--- src/rtl/inst_fetch_unit_pkg.sv ---
// Shared fetch/cache definitions: datapath width, fetch stride, FSM encodings.
package inst_fetch_unit_pkg;

   localparam int              XLEN        = 32;
   localparam logic [XLEN-1:0] INST_STRIDE = 32'd4;
   localparam int              ENTRY_W     = 2 * XLEN;

   typedef enum logic [1:0] {
      ST_REQ      = 2'd0,
      ST_WAIT_RSP = 2'd1,
      ST_DRAIN    = 2'd2
   } fetch_state_e;

   function automatic logic [XLEN-1:0] align_pc(input logic [XLEN-1:0] pc);
      return {pc[XLEN-1:2], 2'b00};
   endfunction

endpackage

--- src/rtl/fetch_fifo.sv ---
// Instruction buffer: circular FIFO with flush, combinational head from registered storage.
module fetch_fifo #(
   parameter  int DEPTH = 4,
   parameter  int WIDTH = 64,
   localparam int CNT_W = $clog2(DEPTH + 1),
   localparam int PTR_W = $clog2(DEPTH)
) (
   input  logic             clk,
   input  logic             rst,
   input  logic             push,
   input  logic             pop,
   input  logic             flush,
   input  logic [WIDTH-1:0] wdata,
   output logic [WIDTH-1:0] rdata,
   output logic [CNT_W-1:0] count
);

   logic [WIDTH-1:0] mem_q [DEPTH];
   logic [PTR_W-1:0] wr_ptr_q, wr_ptr_d;
   logic [PTR_W-1:0] rd_ptr_q, rd_ptr_d;
   logic [CNT_W-1:0] count_q, count_d;
   logic             do_push;
   logic             do_pop;

   function automatic logic [PTR_W-1:0] next_ptr(input logic [PTR_W-1:0] p);
      return (p == PTR_W'(DEPTH - 1)) ? '0 : p + PTR_W'(1);
   endfunction

   // Flush wins over push/pop issued in the same cycle.
   assign do_push = push && !flush && (count_q != CNT_W'(DEPTH));
   assign do_pop  = pop  && !flush && (count_q != '0);

   always_comb begin
      wr_ptr_d = wr_ptr_q;
      rd_ptr_d = rd_ptr_q;
      count_d  = count_q;
      if (flush) begin
         wr_ptr_d = '0;
         rd_ptr_d = '0;
         count_d  = '0;
      end else begin
         if (do_push) wr_ptr_d = next_ptr(wr_ptr_q);
         if (do_pop)  rd_ptr_d = next_ptr(rd_ptr_q);
         case ({do_push, do_pop})
            2'b10:   count_d = count_q + CNT_W'(1);
            2'b01:   count_d = count_q - CNT_W'(1);
            default: count_d = count_q;
         endcase
      end
   end

   always_ff @(posedge clk or negedge rst) begin
      if (!rst) begin
         wr_ptr_q <= '0;
         rd_ptr_q <= '0;
         count_q  <= '0;
      end else begin
         wr_ptr_q <= wr_ptr_d;
         rd_ptr_q <= rd_ptr_d;
         count_q  <= count_d;
      end
   end

   always_ff @(posedge clk) begin
      if (do_push) mem_q[wr_ptr_q] <= wdata;
   end

   assign rdata = mem_q[rd_ptr_q];
   assign count = count_q;

endmodule

--- src/rtl/inst_fetch_unit.sv ---
// Instruction fetch: one outstanding I-cache request, slot reserved in the buffer at issue.
module inst_fetch_unit
   import inst_fetch_unit_pkg::*;
#(
   parameter logic [31:0] RESET_PC   = 32'h0000_0000,
   parameter int          FIFO_DEPTH = 4
) (
   input  logic        clk,
   input  logic        rst,
   input  logic        redirect_valid,
   input  logic [31:0] redirect_pc,
   output logic        to_icache_req_valid,
   output logic [31:0] to_icache_req_addr,
   input  logic        from_icache_req_ready,
   input  logic        from_icache_rsp_valid,
   input  logic [31:0] from_icache_rsp_data,
   output logic        to_icache_rsp_ready,
   output logic        to_dec_valid,
   output logic [31:0] to_dec_inst,
   output logic [31:0] to_dec_pc,
   input  logic        from_dec_ready
);

   localparam int CNT_W = $clog2(FIFO_DEPTH + 1);

   fetch_state_e       state_q, state_d;
   logic [XLEN-1:0]    fetch_pc_q, fetch_pc_d;
   logic [XLEN-1:0]    req_addr_q, req_addr_d;
   logic               req_hs, rsp_hs, dec_hs;
   logic               outstanding_next;
   logic               fifo_push, fifo_flush;
   logic [ENTRY_W-1:0] fifo_rdata;
   logic [CNT_W-1:0]   fifo_count;
   logic               unused_pc_lsbs;

   assign unused_pc_lsbs = ^redirect_pc[1:0];

   assign req_hs = to_icache_req_valid && from_icache_req_ready;
   assign rsp_hs = to_icache_rsp_ready && from_icache_rsp_valid;
   assign dec_hs = to_dec_valid && from_dec_ready;

   // Outputs are gated by rst so they drop the moment reset asserts.
   assign to_icache_req_valid = rst && (state_q == ST_REQ) && (fifo_count < CNT_W'(FIFO_DEPTH));
   assign to_icache_rsp_ready = rst && (state_q != ST_REQ);
   assign to_icache_req_addr  = !rst ? '0 : ((state_q == ST_REQ) ? fetch_pc_q : req_addr_q);

   assign to_dec_valid = rst && (fifo_count != '0);
   assign to_dec_pc    = to_dec_valid ? fifo_rdata[ENTRY_W-1:XLEN] : '0;
   assign to_dec_inst  = to_dec_valid ? fifo_rdata[XLEN-1:0]       : '0;

   // Whether a request is still in flight after this edge.
   assign outstanding_next = (state_q == ST_REQ) ? req_hs : !rsp_hs;

   always_comb begin
      state_d    = state_q;
      fetch_pc_d = fetch_pc_q;
      req_addr_d = req_addr_q;
      fifo_push  = 1'b0;
      fifo_flush = 1'b0;
      case (state_q)
         ST_REQ: begin
            if (req_hs) begin
               state_d    = ST_WAIT_RSP;
               req_addr_d = fetch_pc_q;
               fetch_pc_d = fetch_pc_q + INST_STRIDE;
            end
         end
         ST_WAIT_RSP: begin
            if (rsp_hs) begin
               fifo_push = 1'b1;
               state_d   = ST_REQ;
            end
         end
         ST_DRAIN: begin
            if (rsp_hs) state_d = ST_REQ;
         end
         default: state_d = ST_REQ;
      endcase
      if (redirect_valid) begin
         fifo_push  = 1'b0;
         fifo_flush = 1'b1;
         fetch_pc_d = align_pc(redirect_pc);
         state_d    = outstanding_next ? ST_DRAIN : ST_REQ;
      end
   end

   always_ff @(posedge clk or negedge rst) begin
      if (!rst) begin
         state_q    <= ST_REQ;
         fetch_pc_q <= RESET_PC;
         req_addr_q <= RESET_PC;
      end else begin
         state_q    <= state_d;
         fetch_pc_q <= fetch_pc_d;
         req_addr_q <= req_addr_d;
      end
   end

   fetch_fifo #(
      .DEPTH (FIFO_DEPTH),
      .WIDTH (ENTRY_W)
   ) u_fifo (
      .clk   (clk),
      .rst   (rst),
      .push  (fifo_push),
      .pop   (dec_hs),
      .flush (fifo_flush),
      .wdata ({req_addr_q, from_icache_rsp_data}),
      .rdata (fifo_rdata),
      .count (fifo_count)
   );

endmodule

--- config.mk ---
export PLATFORM = sky130hd
export DESIGN_NAME = inst_fetch_unit
export DESIGN_NICKNAME = d
export VERILOG_FILES = /design/src/rtl/inst_fetch_unit_pkg.sv /design/src/rtl/fetch_fifo.sv /design/src/rtl/inst_fetch_unit.sv
export SDC_FILE = /design/constraint.sdc
export NUM_CORES = 1
export LEC_CHECK = 0
export CORE_AREA = 2 2 163 165
export CTS_CLUSTER_DIAMETER = 60
export DETAILED_ROUTE_END_ITERATION = 7
export DIE_AREA = 0 0 165 167
export GPL_TIMING_DRIVEN = 1
export PLACE_DENSITY = 0.8
export SETUP_SLACK_MARGIN = 0.05
export SLEW_MARGIN = 20
export SYNTH_ARGS = -nofsm -noshare
export SYNTH_HDL_FRONTEND = slang
export SYNTH_HIERARCHICAL = 1
export SYNTH_SLANG_ARGS = --single-unit
export TNS_END_PERCENT = 30
--- constraint.sdc ---
create_clock -name clk -period 6.7 [get_ports clk]
set_input_delay 0.67 -clock clk [delete_from_list [all_inputs] [get_ports clk]]
set_output_delay 0.67 -clock clk [all_outputs]
set_load 0.02 [all_outputs]
==> run summary <==
highest metal layer with signal wires = met4
Final Cycle Share = 60.3%
P&R area growth vs syn = 22.1%
DR WL/cell = 19.9 um
H-tree Lvls = 2
first-pass GRT wire length = 44.8 mm
Worst-path clk slew = 0.06 ns
share of cells above drive strength 1 = 12.6%
placed cell area = 0.0158 mm2
wl on met1 = 12.3 mm
top cells by area, synth = edfxtp_1 55%, dfrtp_1 12%, mux4_2 10%, and2_1 3.0%, nand2_1 3.0%
root buffer cell = clkbuf_16
dpl hpwl = 16.9 mm
WS Path Type = flip-flop to primary output
clk_skew = 0.0140 ns
Netlist cell types = 53
Post-Route WL = 28.4 mm
critical-path cell list = buf_4 > mux4_2 > and2_1 > clkdlybuf4s50_1
hold_ws = 0.327 ns
final core occ = 66.2%
worst vdd ir = 0.173 mV
critical path launch point type = flip-flop
met2 wire length = 13.4 mm
post-synth top area share = 55.0%
Ys Warns = 6
grt total ovfl = 0
Synth Area per Inst = 15.3 um2
PostCTS Resize Cnt = 0
CTS Hold Bufs = 0
final hold violations = 0
count leader, synth = edfxtp_1
clock latency on the worst-skew pair = 0.50 ns
slew margin rel. = 26.4%
core area = 0.0258 mm2
Tmin final = 4.04 ns
Hold Crit Class = input pin to async pin
Post-Synthesis Cells = 912
most common library cells after synthesis = 256 x edfxtp_1, 110 x nand2_1, 69 x dfrtp_1
CTS Buf Count = 35
DR iter-0 viols = 705
first-pass iteration count of the detailed router = 5
PD cells = 307 mW/mm2
delay-heaviest family, CP = buffers and inverters
routed via count = 8287
WP buf/inv = 2
final instance area = 0.0171 mm2
Crit. End Element = primary output
num ports = 169
CTS tree = done
most common flop cell mapped by yosys = edfxtp_1
EDFF count, synth = 256
largest net degree at the start of global routing = 67
status = complete, no violations
register area share after synthesis = 67.4%
port bufs = 164
Starting Density = 54.2%
GRT Util Overall = 21.0%
Post-CTS Setup Inserts = 0
Seq cells post-synth = 325
slowest stage delay, CP = 0.88 ns
final setup TNS = 0 ns
# rows = 59
final setup fails = 0
CTS Buffer Depth = 3
drc violations = 0
die width = 165 um
data required time of the worst path = 6.03 ns
MaxCap Viol Count = 0
clock sink total = 325
slowest stage cell, crit path = dfrtp_4
die height = 167 um
RSZ-0062 raised after global routing = false
initial antenna violation count = 0
largest area contributor in the netlist = edfxtp_1
async set-reset flop share out of synthesis = 21.2%
Slew @ Worst Pin = 1.10 ns
vias in the first global route = 8329
WP data arrival = 3.37 ns
DRT antenna net count = 0
global placement routability congestion = 0.850
Die ar. = 0.0276 mm2
DR WL met3 = 2.10 mm
f_max = 0.247 GHz
static leakage = 0.00594 uW
synthesized area = 0.0140 mm2
final net count = 1145
fin. max-slew vios = 0
routed vias/inst = 5.80
CP max FO = 36
[layout by cell type (no fill, tap or decap), drive strengths merged, types with 20 or more instances in the layout]
| cell | n |
|---|---|
| clkdlybuf4s50 | 163 |
| nor2 | 26 |
| mux2i | 33 |
| o21ai | 20 |
| mux4 | 64 |
| clkbuf | 46 |
| and2 | 66 |
| nand2 | 110 |
| edfxtp | 256 |
| nor2b | 34 |
| dfrtp | 69 |
[metrics by stage]
stage	instances	worst slack (ns)	power, uW
2_1_floorplan	921	2.63	2950
3_3_place_gp	1364	2.96	3240
3_5_place_dp	1364	2.93	3270
4_1_cts	1427	2.54	5270
5_1_grt	1427	2.42	5440
6_report	1428	2.66	5230
[sequential cells by signal, summed over array words and instances (netlist names)]
signal / flops
fetch_pc_q: 30
req_addr_q: 30
state_q: 2
u_fifo/count: 3
u_fifo/mem_q: 256
u_fifo/rd_ptr_q: 2
u_fifo/wr_ptr_q: 2
[layout make-up]
type / instances / area [um2]
Sequential cell: 325 / 9420
Fill cell: 1763 / 8710
Multi-Input combinational cell: 523 / 4270
Timing Repair Buffer: 172 / 1700
Clock buffer: 46 / 1000
Tap cell: 335 / 419
Clock inverter: 17 / 215
Inverter: 9 / 33.8
Antenna cell: 1 / 2.50
[cells by family after synthesis]
logic type      Yosys count  share of synthesized area (%)
fa+ha+maj                 9                          0.860
mux                      98                           12.8
other cells               1                         0.0268
buf+inv                  73                           2.57
flops                   325                           67.4
compound gates           69                           3.28
xor+xnor                 12                          0.752
simple gates            325                           12.4
[power breakdown]
group	internal (uW)	total, uW	switching (uW)
registers	2390	2600	203
logic	292	641	349
clock network	1250	1990	746
total	3930	5230	1300
[per-layer routing]
metal	up-vias	global-route usage, %
met4	0	5.75
met5	-	0
met2	366	32.9
li1	3754	-
met3	47	3.44
met1	4120	30.7
[worst reg2reg max path, stage by stage (launching register included)]
cell	delay, ns
dfrtp_1	0.39
inv_1	0.09
ha_2	0.92
and4b_1	0.36
nand3_1	0.65
or4_1	0.78
a31oi_1	0.19
[final timing paths]
path,end,slack [ns],depth (start not counted),start
max,to_dec_pc[16],2.66,4,u_fifo/rd_ptr_q[0]$_DFFE_PN0P_
min,fetch_pc_q[14]$_DFFE_PN0P_,0.33,2,rst
max reg2reg,fetch_pc_q[25]$_DFFE_PN0P_,3.24,6,state_q[1]$_DFFE_PN0P_
min reg2reg,u_fifo/mem_q[3][42]$_DFFE_PP_,0.54,0,req_addr_q[10]$_DFFE_PN0P_
max in group asynchronous,u_fifo/rd_ptr_q[0]$_DFFE_PN0P_,5.37,3,rst
min in group clk,u_fifo/mem_q[3][42]$_DFFE_PP_,0.54,0,req_addr_q[10]$_DFFE_PN0P_
Note: power is estimated with default switching activity, not from simulation.
